`src/rtl/square_move_ctrl.sv`:
```
// rtl/square_move_ctrl.sv - debounced push-button mover for a square sprite, updated once per frame (optional SQUARE_WRAP_EN: wrap at edges instead of saturating)
module square_move_ctrl #(
    parameter int SCREEN_W   = 640,
    parameter int SCREEN_H   = 480,
    parameter int SQ_SIZE    = 32,
    parameter int STEP       = 8,
    parameter int DEB_CYCLES = 125000
) (
    input  logic       iVGA_CLK,
    input  logic       iRST_n,
    input  logic       left,
    input  logic       right,
    input  logic       up,
    input  logic       down,
    input  logic       iVS,
    output logic [9:0] oX,
    output logic [8:0] oY,
    output logic       oMOVED
);

    localparam int CW = (DEB_CYCLES > 1) ? $clog2(DEB_CYCLES) : 1;
    localparam logic [CW-1:0]      DEB_LAST = CW'(DEB_CYCLES - 1);
    localparam logic signed [11:0] X_MAX    = 12'(SCREEN_W - SQ_SIZE);
    localparam logic signed [11:0] Y_MAX    = 12'(SCREEN_H - SQ_SIZE);
    localparam logic signed [11:0] STEP_S   = 12'(STEP);
    localparam logic [9:0]         X_RST    = 10'((SCREEN_W - SQ_SIZE) / 2);
    localparam logic [8:0]         Y_RST    = 9'((SCREEN_H - SQ_SIZE) / 2);

    typedef enum logic [1:0] {IDLE, CALC, COMMIT} state_t;

    state_t        state, state_next;
    logic [3:0]    btn_raw;
    logic [3:0]    sync_q1, sync_q2;
    logic [3:0]    deb;
    logic [CW-1:0] deb_cnt [4];
    logic [3:0]    deb_hit, deb_rise;
    logic [3:0]    pending;
    logic          vs_prev, frame_start;
    logic signed [11:0] cand_x, cand_y;
    logic [9:0]    next_x;
    logic [8:0]    next_y;

    // Bit order everywhere: [3]=left, [2]=right, [1]=up, [0]=down
    assign btn_raw = {left, right, up, down};

    always_ff @(posedge iVGA_CLK) begin
        if (!iRST_n) begin
            sync_q1 <= '0;
            sync_q2 <= '0;
        end else begin
            sync_q1 <= btn_raw;
            sync_q2 <= sync_q1;
        end
    end

    always_comb begin
        deb_hit  = '0;
        deb_rise = '0;
        for (int i = 0; i < 4; i++) begin
            deb_hit[i]  = (sync_q2[i] != deb[i]) && (deb_cnt[i] == DEB_LAST);
            deb_rise[i] = deb_hit[i] && sync_q2[i];
        end
    end

    always_ff @(posedge iVGA_CLK) begin
        if (!iRST_n) begin
            deb <= '0;
            for (int i = 0; i < 4; i++) deb_cnt[i] <= '0;
        end else begin
            for (int i = 0; i < 4; i++) begin
                if (deb_hit[i]) begin
                    deb[i]     <= sync_q2[i];
                    deb_cnt[i] <= '0;
                end else if (sync_q2[i] != deb[i]) begin
                    deb_cnt[i] <= deb_cnt[i] + 1'b1;
                end else begin
                    deb_cnt[i] <= '0;
                end
            end
        end
    end

    // A rise landing on the snapshot cycle survives into the next frame
    always_ff @(posedge iVGA_CLK) begin
        if (!iRST_n)
            pending <= '0;
        else if (state == CALC)
            pending <= deb_rise;
        else
            pending <= pending | deb_rise;
    end

    always_ff @(posedge iVGA_CLK) begin
        if (!iRST_n) vs_prev <= 1'b1;
        else         vs_prev <= iVS;
    end

    assign frame_start = vs_prev && !iVS;

    always_ff @(posedge iVGA_CLK) begin
        if (!iRST_n) state <= IDLE;
        else         state <= state_next;
    end

    always_comb begin
        state_next = state;
        oMOVED     = 1'b0;
        case (state)
            IDLE:    if (frame_start) state_next = CALC;
            CALC:    state_next = COMMIT;
            COMMIT: begin
                state_next = IDLE;
                oMOVED     = (next_x != oX) || (next_y != oY);
            end
            default: state_next = IDLE;
        endcase
    end

    function automatic logic signed [11:0] bound_pos(input logic signed [11:0] v,
                                                     input logic signed [11:0] vmax);
`ifdef SQUARE_WRAP_EN
        if (v < 12'sd0)  return vmax;
        if (v > vmax)    return 12'sd0;
`else
        if (v < 12'sd0)  return 12'sd0;
        if (v > vmax)    return vmax;
`endif
        return v;
    endfunction

    // Opposing directions cancel; the candidate is taken from the pre-clear pending set
    always_comb begin
        cand_x = $signed({2'b00, oX});
        cand_y = $signed({3'b000, oY});
        if (pending[2] && !pending[3])      cand_x = cand_x + STEP_S;
        else if (pending[3] && !pending[2]) cand_x = cand_x - STEP_S;
        if (pending[0] && !pending[1])      cand_y = cand_y + STEP_S;
        else if (pending[1] && !pending[0]) cand_y = cand_y - STEP_S;
        cand_x = bound_pos(cand_x, X_MAX);
        cand_y = bound_pos(cand_y, Y_MAX);
    end

    always_ff @(posedge iVGA_CLK) begin
        if (!iRST_n) begin
            next_x <= X_RST;
            next_y <= Y_RST;
        end else if (state == CALC) begin
            next_x <= 10'(cand_x);
            next_y <= 9'(cand_y);
        end
    end

    always_ff @(posedge iVGA_CLK) begin
        if (!iRST_n) begin
            oX <= X_RST;
            oY <= Y_RST;
        end else if (state == COMMIT) begin
            oX <= next_x;
            oY <= next_y;
        end
    end

endmodule

```
`config.mk`:
```
export PLATFORM = sky130hd
export DESIGN_NAME = square_move_ctrl
export DESIGN_NICKNAME = d
export VERILOG_FILES = /design/src/rtl/square_move_ctrl.sv
export SDC_FILE = /design/constraint.sdc
export NUM_CORES = 1
export LEC_CHECK = 0
export ABC_CLOCK_PERIOD_IN_PS = 4300
export CAP_MARGIN = 20
export CELL_PAD_IN_SITES_DETAIL_PLACEMENT = 1
export CELL_PAD_IN_SITES_GLOBAL_PLACEMENT = 1
export CORE_MARGIN = 3
export CORE_UTILIZATION = 52
export DETAILED_ROUTE_END_ITERATION = 12
export HOLD_SLACK_MARGIN = 0.02
export PLACE_DENSITY_LB_ADDON = 0.2
export SYNTH_ARGS = -nofsm -noshare
export SYNTH_HDL_FRONTEND = slang
export SYNTH_SLANG_ARGS = --single-unit
```
`constraint.sdc`:
```
create_clock -name iVGA_CLK -period 4.3 [get_ports iVGA_CLK]
set_input_delay 0.86 -clock iVGA_CLK [delete_from_list [all_inputs] [get_ports iVGA_CLK]]
set_output_delay 0.86 -clock iVGA_CLK [all_outputs]
set_load 0.1 [all_outputs]
```
# ---- Word-level counts from Yosys, hierarchy flattened
# Memory sizes are Yosys's and may differ from the RTL's.
# Index checks and enable logic that the tools add are counted.
dict set report word_totals {
  reg_bits 57
  mem_count 1
  ramBits 68
  output_inout_bits 20
}
# memory words word_bits rd rd_clocked_by_memory_dff write_ports line_no
set mem_list {}
lappend mem_list {deb_cnt 4 17 4 0 4 35} ;# logic [CW-1:0] deb_cnt [4];
dict set report op_classes {
  n_mux 79
  addsub 8
  n_reduce_logical 20
  n_eq_ne 13
  order_cmp 4
  bitwise_logic 13
}
# cell count
set op_table {}
lappend op_table {{$mux 17} 12}
lappend op_table {{$add 17x1->17 const B} 4}
lappend op_table {{$eq 17x17->1 const B} 4}
lappend op_table {{$mux 1} 52}
lappend op_table {{$mux 12} 4}
lappend op_table {{$mux 10} 4}
lappend op_table {{$mux 9} 4}
lappend op_table {{$lt 12x1->1 const B} 2}
lappend op_table {{$logic_and 1x1->1} 13}
lappend op_table {{$gt 12x10->1 const B} 1}
lappend op_table {{$gt 12x11->1 const B} 1}
lappend op_table {{$or 1x1->1} 12}
lappend op_table {{$add 10x4->11 const B} 1}
lappend op_table {{$sub 10x4->11 const B} 1}
lappend op_table {{$add 9x4->10 const B} 1}
lappend op_table {{$ne 10x10->1} 1}
lappend op_table {{$sub 9x4->10 const B} 1}
lappend op_table {{$ne 9x9->1} 1}
lappend op_table {{$logic_not 1->1} 5}
lappend op_table {{$mux 4} 1}
lappend op_table {{$ne 1x1->1} 4}
lappend op_table {{$or 4x4->4} 1}
lappend op_table {{$pmux 2 s2} 1}
lappend op_table {{$eq 2x1->1 const B} 1}
lappend op_table {{5 further kinds} 5}

# ---- Longest topological paths before layout
# Gate-level depths: netlist of the first run.
dict set report depth {
  word_depth 9
  mapped_depth 8
  depth_no_buf 8
}

# ---- Worst setup path before layout of the first run
# Ideal clock, no wire load.
dict set report synth_timing {
  path_type {register -> output}
  from {register oX[8]}
  to {output port oMOVED}
  slack_ps 351
  required_ps 3440
  stages_incl_launch_ff 6
  arrival_ps 3089
  path_cell_list {dfxtp_1 -> clkbuf_1 -> xnor2_1 -> nand4_1 -> nor4_1 -> a41oi_1}
}
dict set report synth_between {
  elab_chain_len 3
}
# item line_no
set synth_lines {}
lappend synth_lines {{start: declaration} 16} ;# output logic [9:0] oX,
lappend synth_lines {{start signal: assignment} 158} ;# oX <= next_x;
lappend synth_lines {{$ne 10x10->1} 113} ;# oMOVED = (next_x != oX) || (next_y != oY);
lappend synth_lines {{$logic_or 1x1->1} 113}
lappend synth_lines {{$mux 1} 108} ;# case (state)
lappend synth_lines {{end: declaration} 18} ;# output logic oMOVED
# Every way passes these cells.

# ---- Final worst setup path of the first run
dict set report layout_timing {
  from {register oY[5]}
  to {output port oY[5]}
}
# item line_no
set layout_rtl {}
lappend layout_rtl {{start: declaration} 17} ;# output logic [8:0] oY,
lappend layout_rtl {{start signal: assignment} 159} ;# oY <= next_y;
# No word-level cell between the ends.

==> results.toml, run 1 <==
[global_route]
grt_pass1_wl_mm = 28.1
grt_util_all_layers_pct = 25.0
grt_max_degree = 53
grt_pass1_vias = 5615
antenna_found_initial = 0
grt_overflow = 0

[placed_design]
port_buffers = 26
hpwlAfterDp_mm = 10.5
place_congestion = 0.866
pre_cts_slack_ps = 1330
dp.cells = 901

[power]
p_per_area_nw_per_um2 = 370
peakVddDrop_v = 0.000286
leakagePower_nw = 2.86

[timing]
timing.hold.ws_ps = 435
setup_tns_ps = 0
rsz0062_at_grt = "false"
worst_slack_ps = 1130
clock_skew_ps = 7.95
final-max-slew-violation-count = 0
setup-violations-final = 0
max_freq_ghz = 0.316
maxSlewHeadroom_pct = 32.0
hold_viol = 0
tightestPinTransition_ps = 1020
period_share_pct = 73.7
min_period_ps = 3170

[yosys]
synth_warnings = 0
syn_area_um2 = 6550
synth_enable_flop_cells = 68
yosys.cell_types.count = 65
syn-instance-count = 670
ys_seq_elements = 125
avgSynthCellArea_um2 = 9.77
ys_seq_area_share_pct = 48.6
synth_ff_type = "edfxtp_1"
synthArstFlopShare_pct = 0

[clock_network]
clk_pin_slew_ps = 60
cts_tree = "done"
cts_setup_buffers = 0
htree_levels = 4
cts_sinks = 125
cts_max_path_buffers = 2
clock_latency_ps = 430
numCtsBuffers = 17
cts_root_buffer = "clkbuf_16"
postCtsResizedCells = 0
hold_buffers = 0

[final_layout]
diodes = 0
area_growth_pct = 17.5
final_util_pct = 63.3
nFillCells = 1371
instances_no_fill = 933
drive_above_1_share_pct = 6.01
nets = 767

[setup_path]
critical_path.cell_chain = "clkdlybuf4s50_1"
endpoint_kind = "output pin"
reg2reg_depth = 6
crit_end = "oY[5]"
path_class = "flip-flop to output pin"
reg2reg_from = "deb_cnt[0][0]$_SDFFCE_PP0P_"
required_ps = 3440
timing.rr.end = "deb_cnt[0][15]$_SDFFCE_PP0P_"
crit_family = "buffers and inverters"
arrival_ps = 2310
worstPathBufferInverterCount = 1
start_kind = "flip-flop"
r2r_slack_ps = 1770
cp_slowest_cell = "clkdlybuf4s50_1"
max_stage_delay_ps = 1240
crit_fanout = 9
crit_path_start = "oY[5]$_SDFFE_PN1P_"
path_depth = 1

[die]
dieWidth_um = 118
start_util_pct = 53.8
die_y_um = 118
row_count = 40
die_area_um2 = 14000
ios = 27
core_area_um2 = 12200

[route]
drt_iter0_drc = 280
drc = 0
dr.pass1.iters = 6
vias = 5140
drt-total-wl_mm = 16.5
ant_nets = 0
wire_per_inst_um = 17.7
vias_per_cell = 5.51

[flow_run]
max-cap-violations = 0

[status]
outcome = "completed"

[hold_path]
worst_hold_path_type = "flip-flop to flip-flop"
-- worst min-delay path by stage --
stage	from	end	cells after the start
floorplan	sync_q1[0]$_SDFF_PN0_	sync_q2[0]$_SDFF_PN0_	1
global placement	sync_q1[0]$_SDFF_PN0_	sync_q2[0]$_SDFF_PN0_	1
detailed placement	sync_q1[0]$_SDFF_PN0_	sync_q2[0]$_SDFF_PN0_	1
CTS	sync_q1[0]$_SDFF_PN0_	sync_q2[0]$_SDFF_PN0_	1
global route	sync_q1[0]$_SDFF_PN0_	sync_q2[0]$_SDFF_PN0_	1
finish	sync_q1[0]$_SDFF_PN0_	sync_q2[0]$_SDFF_PN0_	1
-- power breakdown --
part | switching (mW) | internal, mW | leakage, nW
Combinational | 0.0961 | 0.0536 | 1.43
Sequential | 0.0484 | 1.30 | 1.16
Clock | 0.575 | 0.776 | 0.266
-- cell type report --
cell class | instances | area, µm² | share of cell area [%]
multi-input cells | 560 | 3400 | 44.2
flip-flops and latches | 125 | 3180 | 41.4
clock buffers | 18 | 450 | 5.86
repair buffers | 28 | 273 | 3.55
well taps | 168 | 210 | 2.73
clock inverters | 14 | 104 | 1.35
inverters | 20 | 75.1 | 0.976
-- state kept, by name (all words and copies together) (netlist names) --
signal and cells:
state 2, sync_q2 4, pending 4, deb_cnt 68, vs_prev 1, deb 4, next_y 9, oY 9
sync_q1 4, oX 10, next_x 10
-- worst reg2reg max path, stage by stage, from the launching register on --
cell and delay [ps]:
edfxtp_1 450, ha_1 260, and2_1 260, nand4_1 220, nand3_1 570, a311oi_1 510, a41o_1 130
-- cell usage in the layout (no fill, tap or decap), types with 5 or more instances in the layout --
| cell | n |
|---|---|
| and3_1 | 14 |
| a31oi_1 | 5 |
| nor2b_1 | 13 |
| ha_1 | 8 |
| a21boi_0 | 15 |
| and2_1 | 18 |
| edfxtp_1 | 68 |
| nand3_1 | 36 |
| conb_1 | 68 |
| o211ai_1 | 6 |
| nand4_1 | 18 |
| clkdlybuf4s50_1 | 25 |
| inv_1 | 20 |
| nor4b_1 | 5 |
| xor2_1 | 39 |
| a22o_1 | 9 |
| a21oi_1 | 8 |
| nand2_1 | 74 |
| clkbuf_16 | 18 |
| dfxtp_1 | 57 |
| nor4_1 | 5 |
| nor3_1 | 13 |
| o21ai_0 | 6 |
| nor2_1 | 81 |
| xnor2_1 | 47 |
| and4_1 | 7 |
| a32oi_1 | 5 |
| mux2i_1 | 5 |
-- cell usage after synthesis (14+ instances only) --
cell type / count / area (µm²)
and3_1: 14 / 87.6
clkbuf_1: 22 / 82.6
xor2_1: 39 / 342
nand3_1: 36 / 180
xnor2_1: 47 / 412
nor2_1: 81 / 304
inv_1: 20 / 75.1
a21boi_0: 15 / 113
and2_1: 18 / 113
edfxtp_1: 68 / 2040
nand4_1: 18 / 113
nand2_1: 74 / 278
dfxtp_1: 57 / 1140
-- logic make-up after synthesis --
kind of cell,after synthesis,synth area share (%)
muxes,6,1.11
and+or+nand+nor,317,25.0
other,1,0.0573
buffers and inverters,52,3.33
AOI/OAI and AO/OA,74,8.47
DFF,125,48.6
adders and majority gates,8,1.53
xor gates and xnor gates,87,11.9
-- layer usage --
| layer | GRT usage (%) | share of wire, % |
|---|---|---|
| met5 | 0 | 0 |
| met4 | 10.3 | 2.5 |
| met3 | 5.60 | 2.8 |
| met2 | 43.4 | 52 |
| met1 | 29.9 | 43 |
-- stage by stage --
step / power (mW) / area (µm²)
after floorplan: 1.47 / 6800
after global placement: 1.50 / 7140
after detailed placement: 1.51 / 7140
after CTS: 2.86 / 7690
after global routing: 2.95 / 7690
final: 2.85 / 7690
(Power assumes the default switching activity.)
==> inputs of run 2 (changes only) <==
ABC_CLOCK_PERIOD_IN_PS = 2750   (was 4300)
CORE_UTILIZATION = 43   (was 52)
clock period = 2.75 ns   (was 4.3 ns; I/O delays follow)
==> results.toml, run 2 (synthesis gave the netlist of run 1 again) <==
[global_route]
grt_overflow = 0
grt_util_all_layers_pct = 19.3
grt_pass1_wl_mm = 25.7
antenna_found_initial = 0
grt_pass1_vias = 5344
grt_max_degree = 52

[die]
die_area_um2 = 16700
start_util_pct = 44.5
die_y_um = 129
row_count = 44
core_area_um2 = 14700
dieWidth_um = 129
ios = 27

[route]
ant_nets = 0
vias_per_cell = 5.25
dr.pass1.iters = 4
wl_met3_um = 374
highest_layer = "met4"
drt-total-wl_mm = 15.3
met2_length_mm = 7.72
drt_iter0_drc = 259
vias = 5028
wl_met1_mm = 6.97
drc = 0
wire_per_inst_um = 15.9

[placed_design]
dpl_cell_area_um2 = 7220
port_buffers = 26
hpwlAfterDp_mm = 10.7
place_congestion = 0.843

[power]
total_power_mw = 4.49
leakagePower_nw = 2.95
p_per_area_nw_per_um2 = 576
peakVddDrop_v = 0.000366

[clock_network]
cts_root_buffer = "clkbuf_16"
clock_latency_ps = 420
clk_pin_slew_ps = 50
htree_levels = 4
numCtsBuffers = 17
cts_sinks = 125
cts_setup_buffers = 0
cts_tree = "done"
cts_max_path_buffers = 2

[setup_path]
required_ps = 2200
timing.rr.end = "deb_cnt[2][7]$_SDFFCE_PP0P_"
arrival_ps = 2040
crit_fanout = 8
reg2reg_depth = 5
start_kind = "flip-flop"
endpoint_kind = "output pin"
r2r_slack_ps = 440
path_class = "flip-flop to output pin"
reg2reg_from = "deb_cnt[2][3]$_SDFFCE_PP0P_"

[timing]
setup-violations-final = 0
hold_viol = 0
clock_skew_ps = 4.74
tightestPinTransition_ps = 680
final-max-slew-violation-count = 0
period_share_pct = 94.3
max_freq_ghz = 0.385
rsz0062_at_grt = "false"
min_period_ps = 2590
maxSlewHeadroom_pct = 54.5

[final_layout]
design_area_um2 = 7790
area_growth_pct = 19.0
largest_register_ff_count = 68
final_util_pct = 53.0
final_common_cell = "nor2_1"
reg_top3 = "deb_cnt x68, next_x x10, oX x10"
nets = 775
drive_above_1_share_pct = 9.96
diodes = 0
nFillCells = 1672
largest_register = "deb_cnt"
final_cell_mix = "nor2_1 (81), nand2_1 (74), edfxtp_1 (68), conb_1 (68), dfxtp_1 (52)"

[status]
outcome = "completed"

[hold_path]
worstHoldEndpoint = "sync_q2[2]$_SDFF_PN0_"
holdCritStartpoint = "sync_q1[2]$_SDFF_PN0_"
worst_hold_path_type = "flip-flop to flip-flop"
holdPathStages = 1

[flow_run]
max-cap-violations = 0
[run 2: per-layer routing]
metal  up-vias  GRT usage (%)
met4         0           6.86
met1      2487           24.6
met5         -              0
li1       2476              -
met2        50           32.7
met3        15           3.96
[run 2: how the worst max path moves through the flow]
stage	slack, ps	cells after the start	endpoint	start
6_report	160	5	oMOVED	oY[3]$_SDFFE_PN0P_
5_1_grt	0.5	5	oMOVED	oY[3]$_SDFFE_PN0P_
4_1_cts	30	5	oMOVED	oY[3]$_SDFFE_PN0P_
3_5_place_dp	460	5	deb_cnt[2][14]$_SDFFCE_PP0P_	deb_cnt[2][3]$_SDFFCE_PP0P_
3_3_place_gp	520	5	deb_cnt[2][2]$_SDFFCE_PP0P_	deb_cnt[2][3]$_SDFFCE_PP0P_
2_1_floorplan	-50	5	oMOVED	oY[4]$_SDFFE_PN0P_
[run 2: repair_timing]
item                                    4_1_cts  5_1_grt
gates resized for setup                       0        1
endpoints found under the setup margin        0        1
hold buffers                                  0        0
[run 2: per-stage QoR]
step / hold slack [ps] / TNS (ps) / setup slack (ps) / std cells
6_report: 434 / 0 / 156 / 957
3_5_place_dp: 420 / 0 / 461 / 925
2_1_floorplan: 412 / -49.2 / -49.2 / 737
5_1_grt: 456 / 0 / 0.531 / 957
4_1_cts: 434 / 0 / 26.3 / 957
3_3_place_gp: 423 / 0 / 515 / 925
[run 2: area by class of cell]
type,count,area (µm²),share of cell area [%]
Clock buffer,24,503,6.46
Clock inverter,8,63.8,0.819
Inverter,20,75.1,0.964
Multi-Input combinational cell,560,3420,43.9
Sequential cell,125,3190,40.9
Tap cell,184,230,2.96
Timing Repair Buffer,36,305,3.92
[run 2: where the power goes]
part	total (mW)	switching, mW	internal (mW)
Clock	2.14	0.787	1.35
Combinational	0.245	0.154	0.0915
Sequential	2.10	0.0678	2.03
Total	4.49	1.01	3.48
[run 2: critical path, stage by stage, from the launching register on]
cell and delay [ps]:
dfxtp_1 520, xnor2_1 200, nand4_1 140, nor4_2 410, a41oi_4 170, buf_12 200
==> inputs of run 3 (changes only) <==
CORE_UTILIZATION = 45   (was 43)
CTS_BUF_LIST = sky130_fd_sc_hd__clkbuf_4 sky130_fd_sc_hd__clkbuf_8   (was not set)
GPL_ROUTABILITY_DRIVEN = 1   (was not set)
==> results.toml, run 3 (synthesis gave the netlist of run 1 again) <==
[timing]
setup-violations-final = 0
rsz0062_at_grt = "false"
min_period_ps = 2620
maxSlewHeadroom_pct = 53.2
tightestPinTransition_ps = 700
clock_skew_ps = 10.1
max_freq_ghz = 0.381
final-max-slew-violation-count = 0
hold_viol = 0
worst_slack_ps = 128
period_share_pct = 95.4

[clock_network]
hold_buffers = 0
clock_latency_ps = 440
cts_sinks = 125
htree_levels = 4
cts_tree = "done"
numCtsBuffers = 17
cts_max_path_buffers = 2
clk_pin_slew_ps = 70
cts_root_buffer = "clkbuf_8"

[global_route]
antenna_found_initial = 0
grt_pass1_vias = 5270
grt_max_degree = 31
grt_pass1_wl_mm = 25.4
grt_util_all_layers_pct = 19.7
grt_overflow = 0

[die]
dieWidth_um = 127
core_area_um2 = 14000
ios = 27
row_count = 43
start_util_pct = 46.6
die_area_um2 = 16000
die_y_um = 127

[final_layout]
nets = 776
final_cell_mix = "nor2_1 (81), nand2_1 (74), edfxtp_1 (68), conb_1 (68), dfxtp_1 (51)"
largest_register_ff_count = 68
drive_above_1_share_pct = 10.3
reg_top3 = "deb_cnt x68, next_x x10, oX x10"
final_common_cell = "nor2_1"
area_growth_pct = 16.8
design_area_um2 = 7640
diodes = 0
nFillCells = 1598
instances_no_fill = 954
largest_register = "deb_cnt"

[power]
leakagePower_nw = 2.87
peakVddDrop_v = 0.000397
total_power_mw = 4.07
p_per_area_nw_per_um2 = 533

[setup_path]
path_class = "flip-flop to output pin"
max_stage_delay_ps = 520
endpoint_kind = "output pin"
critical_path.cell_chain = "xnor2_1 > nand4_1 > nor4_4 > a41oi_4 > buf_12"
cp_slowest_cell = "dfxtp_1"
worstPathBufferInverterCount = 1
crit_fanout = 7
arrival_ps = 2070
start_kind = "flip-flop"
crit_family = "simple AND/OR/NAND/NOR gates"
required_ps = 2200

[hold_path]
worst_hold_path_type = "flip-flop to flip-flop"

[placed_design]
dp.cells = 922
pre_cts_slack_ps = 473
place_congestion = 0.879
port_buffers = 26
hpwlAfterDp_mm = 10.7
dpl_cell_area_um2 = 7210

[route]
dr.pass1.iters = 4
vias = 5027
vias_per_cell = 5.27
drt_iter0_drc = 312
drc = 0
drt-total-wl_mm = 15.1
ant_nets = 0
wire_per_inst_um = 15.9

[status]
outcome = "completed"

[flow_run]
max-cap-violations = 0
-- run 3: worst register-to-register path, cell delays in order, from the launching register on --
cell,delay (ps)
dfxtp_1,530
nor4b_2,420
and2_1,280
a31oi_1,130
mux2i_1,450
o211a_1,320
a22o_1,150
-- run 3: path summary, 6_finish.rpt --
check	from	end	slack (ps)	cells after the start
max	oX[9]$_SDFFE_PN0P_	oMOVED	130	5
min	sync_q1[3]$_SDFF_PN0_	sync_q2[3]$_SDFF_PN0_	440	1
min reg2reg	sync_q1[3]$_SDFF_PN0_	sync_q2[3]$_SDFF_PN0_	440	1
max reg2reg	pending[3]$_SDFF_PN0_	next_x[2]$_SDFFE_PN0P_	420	6
-- run 3: through the flow --
step / setup TNS (ps) / hold slack, ps / util (%)
2_1_floorplan: -49.2 / 412 / -
3_3_place_gp: 0 / 417 / 51.3
3_5_place_dp: 0 / 421 / 51.3
4_1_cts: 0 / 441 / 54.4
5_1_grt: 0 / 452 / 54.4
6_report: 0 / 436 / 54.4
-- run 3: power by group --
part	leakage [nW]	total [mW]	switching, mW	internal [mW]
combinational	1.50	0.248	0.155	0.0930
clock	0.205	1.73	0.737	0.995
sequential	1.17	2.09	0.0670	2.03
total	2.87	4.07	0.959	3.11
-- run 3: repair_timing --
| action | 4_1_cts | 5_1_grt |
|---|---|---|
| resized for setup | 1 | 2 |
| setup endpoints to repair | 1 | 1 |
| setup buffers | 0 | 0 |
-- run 3: per-layer routing --
layer  GRT usage [%]  part of all wire, %  routed length (µm)
met5               0                    0                   0
met3            5.35                  3.7                 565
met2            33.1                   49                7460
met1            24.4                   46                6890
met4            6.88                  1.4                 218
-- run 3: area by class of cell --
type | count | area, µm² | share of cell area, %
clock buffers | 19 | 249 | 3.26
clock inverters | 13 | 173 | 2.26
inverters | 20 | 75.1 | 0.982
multi-input cells | 560 | 3430 | 44.9
flip-flops and latches | 125 | 3190 | 41.7
well taps | 180 | 225 | 2.95
repair buffers | 37 | 300 | 3.93
